$ cat src/rtl/video_timing_scaler.sv
// Raster timing generator with integer pixel replication and early fetch addressing.
// Optional half-pixel edge mode: define VIDEO_TIMING_HALF_PIXEL_EN.
module video_timing_scaler #(
    parameter int SRC_W   = 128,
    parameter int SRC_H   = 64,
    parameter int SCALE   = 2,
    parameter int H_FRONT = 48,
    parameter int H_SYNC  = 32,
    parameter int H_BACK  = 80,
    parameter int V_FRONT = 3,
    parameter int V_SYNC  = 10,
    parameter int V_BACK  = 6,
    parameter int LEAD    = 1,
    localparam int XW     = (SRC_W > 1) ? $clog2(SRC_W) : 1,
    localparam int YW     = (SRC_H > 1) ? $clog2(SRC_H) : 1
) (
    input  logic          clk_pixel,
    input  logic          reset_n,
    output logic          h_sync,
    output logic          v_sync,
    output logic          video_en,
    output logic          fetch_valid,
    output logic [XW-1:0] fetch_x,
    output logic [YW-1:0] fetch_y,
    output logic          frame_start,
    output logic          frame_odd
);

    localparam int H_BLANK  = H_FRONT + H_SYNC + H_BACK;
    localparam int V_BLANK  = V_FRONT + V_SYNC + V_BACK;
`ifdef VIDEO_TIMING_HALF_PIXEL_EN
    localparam int H_ACTIVE = (SRC_W - 1) * SCALE;
    localparam int SUB_INIT = SCALE / 2;
`else
    localparam int H_ACTIVE = SRC_W * SCALE;
    localparam int SUB_INIT = 0;
`endif
    localparam int V_ACTIVE = SRC_H * SCALE;
    localparam int H_TOTAL  = H_BLANK + H_ACTIVE;
    localparam int V_TOTAL  = V_BLANK + V_ACTIVE;
    // h_cnt is wide enough to hold h_cnt + LEAD without overflow
    localparam int HW       = $clog2(H_TOTAL + LEAD + 1);
    localparam int VW       = (V_TOTAL > 1) ? $clog2(V_TOTAL) : 1;
    localparam int SW       = (SCALE > 1) ? $clog2(SCALE) : 1;

    if (SCALE < 1) begin : g_scale_chk
        $error("video_timing_scaler: SCALE must be >= 1");
    end
    if (LEAD < 0 || LEAD > H_BLANK - 1) begin : g_lead_chk
        $error("video_timing_scaler: LEAD must be in 0 .. H_BLANK-1");
    end
`ifdef VIDEO_TIMING_HALF_PIXEL_EN
    if (SCALE % 2 != 0) begin : g_even_chk
        $error("video_timing_scaler: SCALE must be even in half-pixel mode");
    end
`endif

    logic [HW-1:0] h_cnt;
    logic [VW-1:0] v_cnt;
    logic [HW-1:0] h_ahead;
    logic          h_wrap;
    logic          v_last;
    logic          v_act;
    logic          fetch_now;
    logic          fetch_first;
    logic [SW-1:0] sub;
    logic [SW-1:0] row_sub;
    logic [YW-1:0] row;

    always_comb begin
        h_ahead     = h_cnt + HW'(LEAD);
        h_wrap      = (h_cnt == HW'(H_TOTAL - 1));
        v_last      = (v_cnt == VW'(V_TOTAL - 1));
        v_act       = (v_cnt >= VW'(V_BLANK));
        fetch_now   = (h_ahead >= HW'(H_BLANK)) && (h_ahead < HW'(H_TOTAL)) && v_act;
        fetch_first = fetch_now && (h_ahead == HW'(H_BLANK));
    end

    always_ff @(posedge clk_pixel or negedge reset_n) begin
        if (!reset_n) begin
            h_cnt <= '0;
            v_cnt <= '0;
        end else if (h_wrap) begin
            h_cnt <= '0;
            v_cnt <= v_last ? '0 : v_cnt + 1'b1;
        end else begin
            h_cnt <= h_cnt + 1'b1;
        end
    end

    // row/row_sub describe the line v_cnt is on; they stay 0 through vertical blank
    always_ff @(posedge clk_pixel or negedge reset_n) begin
        if (!reset_n) begin
            row     <= '0;
            row_sub <= '0;
        end else if (h_wrap) begin
            if (v_last) begin
                row     <= '0;
                row_sub <= '0;
            end else if (v_act) begin
                if (row_sub == SW'(SCALE - 1)) begin
                    row     <= row + 1'b1;
                    row_sub <= '0;
                end else begin
                    row_sub <= row_sub + 1'b1;
                end
            end
        end
    end

    always_ff @(posedge clk_pixel or negedge reset_n) begin
        if (!reset_n) begin
            h_sync      <= 1'b0;
            v_sync      <= 1'b0;
            video_en    <= 1'b0;
            fetch_valid <= 1'b0;
            frame_start <= 1'b0;
            frame_odd   <= 1'b0;
        end else begin
            h_sync      <= (h_cnt == HW'(H_FRONT));
            v_sync      <= (h_cnt == '0) && (v_cnt == VW'(V_FRONT));
            video_en    <= (h_cnt >= HW'(H_BLANK)) && v_act;
            fetch_valid <= fetch_now;
            frame_start <= fetch_first && (v_cnt == VW'(V_BLANK));
            if (fetch_first && (v_cnt == VW'(V_BLANK)))
                frame_odd <= ~frame_odd;
        end
    end

    // Replication without a divider: sub counts clocks within a source pixel.
    // Preloading sub with SCALE/2 shifts every boundary by half a pixel.
    always_ff @(posedge clk_pixel or negedge reset_n) begin
        if (!reset_n) begin
            fetch_x <= '0;
            fetch_y <= '0;
            sub     <= '0;
        end else if (fetch_now) begin
            fetch_y <= row;
            if (fetch_first) begin
                fetch_x <= '0;
                sub     <= SW'(SUB_INIT);
            end else if (sub == SW'(SCALE - 1)) begin
                fetch_x <= fetch_x + 1'b1;
                sub     <= '0;
            end else begin
                sub <= sub + 1'b1;
            end
        end
    end

endmodule

$ cat config.mk
export PLATFORM = sky130hd
export DESIGN_NAME = video_timing_scaler
export DESIGN_NICKNAME = d
export VERILOG_FILES = /design/src/rtl/video_timing_scaler.sv
export SDC_FILE = /design/constraint.sdc
export NUM_CORES = 1
export LEC_CHECK = 0
export ABC_AREA = 1
export CORE_UTILIZATION = 49
export CTS_CLUSTER_DIAMETER = 40
export DETAILED_ROUTE_END_ITERATION = 8
export PLACE_DENSITY = 0.69
export REMOVE_ABC_BUFFERS = 1
export SLEW_MARGIN = 20
export SYNTH_ARGS = -nofsm -noshare
export SYNTH_HDL_FRONTEND = slang
export SYNTH_SLANG_ARGS = --single-unit
$ cat constraint.sdc
create_clock -name clk_pixel -period 1.95 [get_ports clk_pixel]
set_clock_uncertainty 0.15 [all_clocks]
set_input_delay 0.2925 -clock clk_pixel [delete_from_list [all_inputs] [get_ports clk_pixel]]
set_output_delay 0.2925 -clock clk_pixel [all_outputs]
set_load 0.005 [all_outputs]
==> results.cfg, run 1 <==
[global_routing]
grt_max_degree = 20
grt_pass1_wl_um = 8073
antenna_found_initial = 0
grtUsageTotal_pct = 20.39
overflow = 0
grt_pass1_vias = 1855

[drt]
wl_per_cell_um = 13.20
drt-vias-per-instance = 5.264
drt_wl_total_um = 5252
drtIter0Drc = 149
num_vias = 2095
drc_errors = 0
first_pass_iters = 4
ant_nets = 0

[critical_path]
crit_type = flip-flop to flip-flop
cp.arrival_ns = 2.03
worst-path-max-fanout = 5
end_kind = flip-flop
start_kind = flip-flop
worstSetupStartpoint = h_cnt[1]
required_ns = 2.00
worstReg2RegStart = h_cnt[1]

[sta]
drv_slew = 0
rsz0062_at_grt = true
hold_ws_ns = 0.3034
worst_pin_slew_ns = 0.4264
maxSlewHeadroom_pct = 71.57
finalCritPeriodShare_pct = 101.6
worst_slack_ns = -0.03203
period_needed_ns = 1.982
setup_viol = 1
max_freq_mhz = 504.5
setup-tns-final_ns = -0.03203
hold_viol_final = 0

[synthesis]
synth-seq-cells = 44
ys_warn_count = 0
synth.area.mux_share_pct = 0
synth_top_family_by_area = simple AND/OR/NAND/NOR gates
yosysTopAreaCell = dfrtp_1
synthXorXnorAreaFrac_pct = 2.958
yosys.area_share.simple_pct = 34.55
syn_avg_cell_area_sq_um = 7.975
yosys-top-cells-area = dfrtp_1, nand2_1, inv_1
synth_area_sq_um = 2369
synth-compound-area-share_pct = 5.917
synthesis.instances = 297
synth_cell_type_count = 30
synth_fa_ha_area_share_pct = 3.698
yosysSeqAreaShare_pct = 46.49
synth_top_area_share_pct = 46.49

[clock_tree]
cts_tree = built
clock_path_buffers = 2
cts.reportedPaths.clkPinSlew_ns = 0.09
clock-sinks = 44
root_buffer = clkbuf_8
cts_buffers = 5
htree_levels = 2
insertion_delay_ns = 0.30

[finish]
layout-drive-gt1-share_pct = 24.28
n_antenna_cell = 0
num-nets-final = 354
final_cell_mix = nand2_1, dfrtp_1, inv_1
synthToLayoutAreaGrowth_pct = 29.79
fillerInstances = 365
final_common_cell = nand2_1

[power_and_ir_drop]
p_sw_share_pct = 22.16
peakVddDrop_v = 0.0004869
power.leakage_nw = 1.472
comb_power_share_pct = 1.5
power_frac_seq_pct = 59.0
clkPwrFrac_pct = 39.6
power_density_nw_per_um2 = 502.7
p_sw_w = 0.0003424
p_total_w = 0.001545
p_int_w = 0.001203

[placed_design]
finalWeightedCongestion = 0.8735
dp_hpwl_um = 3539
place_ws_ns = -0.03689
port_buffers = 20

[outcome]
status = finished, violations left
violations = negative setup slack

[floorplanning]
fp.dieH_um = 71.53
ios = 21
core_area_sq_um = 4504
rows = 24
die-area_sq_um = 5116
start_util_pct = 52.58
fp.dieW_um = 71.53

[hold_path]
hp-class = input pin to asynchronous set/reset pin

[run]
cap_violations = 0
[cells in the mapped netlist (all sizes together)]
cell type,count
a22oi,1
ha,7
inv,36
dfrtp,44
o21bai,1
xor2,4
buf,2
nor3,8
nand4,4
nand3,28
nand2,91
nor4,1
xnor2,4
and3,2
nand3b,2
o22ai,1
nor2,38
a21oi,10
o21ai,13
[flip-flops by register name, indices dropped and copies added (netlist names)]
| signal | flops |
|---|---|
| h_cnt | 9 |
| v_cnt | 8 |
| fetch_x | 7 |
| fetch_y | 6 |
| row | 6 |
| fetch_valid | 1 |
| frame_odd | 1 |
| frame_start | 1 |
| h_sync | 1 |
| row_sub | 1 |
| sub | 1 |
| v_sync | 1 |
| video_en | 1 |
[metal layers]
metal / GRT usage (%) / wire length [um] / up-vias
li1: - / - / 1051
met5: 0 / 0 / -
met2: 33.76 / 2608 / 45
met3: 4.641 / 158 / 8
met1: 27.01 / 2435 / 991
met4: 5.882 / 51 / 0
[path summary, 6_finish.rpt]
kind | cells after the start | to | slack, ns
max | 14 | frame_odd | -0.03
min | 2 | v_cnt[2] | 0.30
max reg2reg | 14 | frame_odd | -0.03
min reg2reg | 2 | row[4] | 0.34
max in group asynchronous | 3 | h_sync | 0.81
min in group clk_pixel | 2 | row[4] | 0.34
[cell type report]
cell class | count | area [sq um] | share of cell area (%)
Clock buffer | 6 | 82.58 | 2.686
Clock inverter | 2 | 15.01 | 0.4884
Inverter | 36 | 135.1 | 4.396
Multi-Input combinational cell | 216 | 1296 | 42.17
Sequential cell | 44 | 1102 | 35.86
Tap cell | 52 | 65.06 | 2.116
Timing Repair Buffer | 42 | 377.9 | 12.29
[power groups by stage]
stage          combinational, W  sequential (W)  clock (W)
2_1_floorplan    0.000000000636        0.000930          0
3_3_place_gp          0.0000226        0.000930          0
3_5_place_dp          0.0000227        0.000930          0
4_1_cts               0.0000243        0.000911   0.000632
5_1_grt               0.0000274        0.000912   0.000667
6_report              0.0000226        0.000911   0.000611
[critical path, cell delays in order (launching register included)]
cell,delay (ns)
dfrtp_1,0.42
ha_4,0.20
nand2_2,0.08
nor2_4,0.05
buf_4,0.13
nand2_2,0.05
nand2_2,0.07
inv_2,0.07
nand2_2,0.07
nor2_4,0.13
nand2_4,0.10
nor2_8,0.16
nand2_2,0.08
nand2_1,0.07
nand2_1,0.04
[through the flow]
| step | area (sq um) | std cells | util (%) |
|---|---|---|---|
| final | 3074 | 398 | 68.25 |
| after global routing | 3074 | 398 | 68.25 |
| after CTS | 2843 | 392 | 63.11 |
| after detailed placement | 2733 | 383 | 60.67 |
| after global placement | 2733 | 383 | 60.67 |
| after floorplan | 2352 | 295 | - |
[cell families after synthesis]
kind of cell / after synthesis
adder cells (fa/ha/maj): 7
AO/OA/AOI/OAI: 26
buffers and inverters: 38
XOR/XNOR: 8
AND/OR/NAND/NOR: 174
flip-flops: 44
[what timing repair did]
item / in CTS / in global routing
hold buffers: 1 / 0
pin swaps: 0 / 21
endpoints found under the hold margin: 17 / 0
endpoints found under the setup margin: 8 / 21
gates cloned: 0 / 1
resized for setup: 1 / 49
setup buffers: 0 / 5
No activity file was read; power rests on OpenSTA's default activity.
==> run 2: changes to the inputs <==
- CORE_MARGIN: default -> 2
- CTS_CLUSTER_SIZE: default -> 16
==> results.cfg, run 2 (synthesis gave the netlist of run 1 again) <==
[finish]
final_common_cell = nand2_1
layout-drive-gt1-share_pct = 21.57
top_register = h_cnt
reg.largest.list = h_cnt (9), v_cnt (8), fetch_x (7)
synthToLayoutAreaGrowth_pct = 25.99
finish.utilization_pct = 63.60
multi_input_area_sq_um = 1231
final_cell_mix = nand2_1, dfrtp_1, inv_1
fillerInstances = 406
num-nets-final = 351
n_antenna_cell = 0
largest_reg_flops = 9
final-seq-area_sq_um = 1102
stdcell_area_sq_um = 2984

[floorplanning]
fp.dieW_um = 73.53
ios = 21
core_area_sq_um = 4692
rows = 25
die-area_sq_um = 5406
fp.dieH_um = 73.53
start_util_pct = 50.48

[critical_path]
reg2reg_slack_ns = 0.04
worst-path-max-fanout = 7
cp_common_cell = nand2_1
required_ns = 2.00
worstReg2RegStart = h_cnt[1]
cp_slowest_stage_delay_ns = 0.41
start_kind = flip-flop
r2r-end = fetch_x[1]
reg2regPathDepth = 12
crit_slowest_cell = dfrtp_1
end_kind = flip-flop
cp.arrival_ns = 1.96
crit_type = flip-flop to flip-flop
crit_chain = ha_4 -> nand2_1 -> nor2_2 -> nand3_1 -> nand2_2 -> nor2_2 -> nand2_2 -> nand2_4 -> nor2_4 -> nand2_4 -> nand2_1 -> nand2_1

[sta]
worst_pin_slew_ns = 0.5428
drv_slew = 0
worst_slack_ns = 0.04000
rsz0062_at_grt = true
setup_viol = 0
finalCritPeriodShare_pct = 97.95
period_needed_ns = 1.910
hold_ws_ns = 0.3358
hold_viol_final = 0
maxSlewHeadroom_pct = 63.81
max_freq_mhz = 523.6

[power_and_ir_drop]
power_density_nw_per_um2 = 516.6
power.leakage_nw = 1.454
peakVddDrop_v = 0.0003739
p_total_w = 0.001542

[global_routing]
grt_max_degree = 45
grt_pass1_wl_um = 8100
grt_pass1_vias = 1853
antenna_found_initial = 0
overflow = 0
grtUsageTotal_pct = 19.36

[placed_design]
dp_hpwl_um = 3464
place_ws_ns = -0.02421
port_buffers = 20
dpl_cell_area_sq_um = 2728
finalWeightedCongestion = 0.9170

[clock_tree]
clock-sinks = 44
htree_levels = 2
root_buffer = clkbuf_8
clock_path_buffers = 2
cts_buffers = 5
cts_tree = built
insertion_delay_ns = 0.30
cts.reportedPaths.clkPinSlew_ns = 0.08

[drt]
drt-vias-per-instance = 5.229
drc_errors = 0
first_pass_iters = 4
wl_per_cell_um = 12.72
ant_nets = 0
num_vias = 2076
drt_wl_total_um = 5050
drtIter0Drc = 216

[hold_path]
whs_path_depth = 2
hp-class = flip-flop to flip-flop
hp-start = fetch_y[2]
worstHoldEndpoint = fetch_y[2]

[outcome]
status = completed

[run]
cap_violations = 0
-- run 2: power breakdown --
part / switching, W / leakage [nW] / internal (W)
Sequential: 0 / 0.594 / 0.000911
Combinational: 0.0000170 / 0.808 / 0.00000332
Clock: 0.000320 / 0.0516 / 0.000290
Total: 0.000337 / 1.45 / 0.00120
-- run 2: timing repair --
action	in CTS	in global routing
endpoints found under the setup margin	8	25
resized for setup	1	33
hold endpoints to repair	44	0
pin swaps	0	15
buffers inserted	0	3
hold buffers	1	0
gates cloned	0	1
-- run 2: worst max-delay path: cells and delay by family, from the launching register on --
kind / cells / cell delay (ns)
simple gates: 11 / 1.03
fa+ha+maj: 1 / 0.19
flops: 1 / 0.41
-- run 2: worst max-delay path by stage --
stage	start	end	cells past startpoint
2_1_floorplan	h_cnt[0]	row[2]	10
3_3_place_gp	h_cnt[1]	frame_odd	12
3_5_place_dp	h_cnt[0]	frame_odd	12
4_1_cts	h_cnt[0]	frame_odd	12
5_1_grt	v_cnt[1]	fetch_x[3]	9
6_report	h_cnt[1]	fetch_x[1]	12
-- run 2: cell type report --
cell class	instances	area share, %
flip-flops and latches	44	36.94
clock buffers	6	2.767
repair buffers	39	11.78
well taps	54	2.264
inverters	36	4.528
multi-input cells	216	41.26
clock inverters	2	0.4612
-- run 2: through the flow --
stage	TNS (ns)	std cells
detailed placement	-0.1240	384
finish	0	397
floorplan	-0.07308	295
CTS	0	393
global route	-1.064	397
global placement	0	384
-- run 2: layer usage --
| layer | up-vias | wire length, um | track usage (%) |
|---|---|---|---|
| met5 | - | 0 | 0 |
| met4 | 0 | 106 | 8.283 |
| met3 | 11 | 175 | 3.704 |
| met2 | 50 | 2518 | 30.65 |
| met1 | 979 | 2250 | 25.88 |
| li1 | 1036 | - | - |
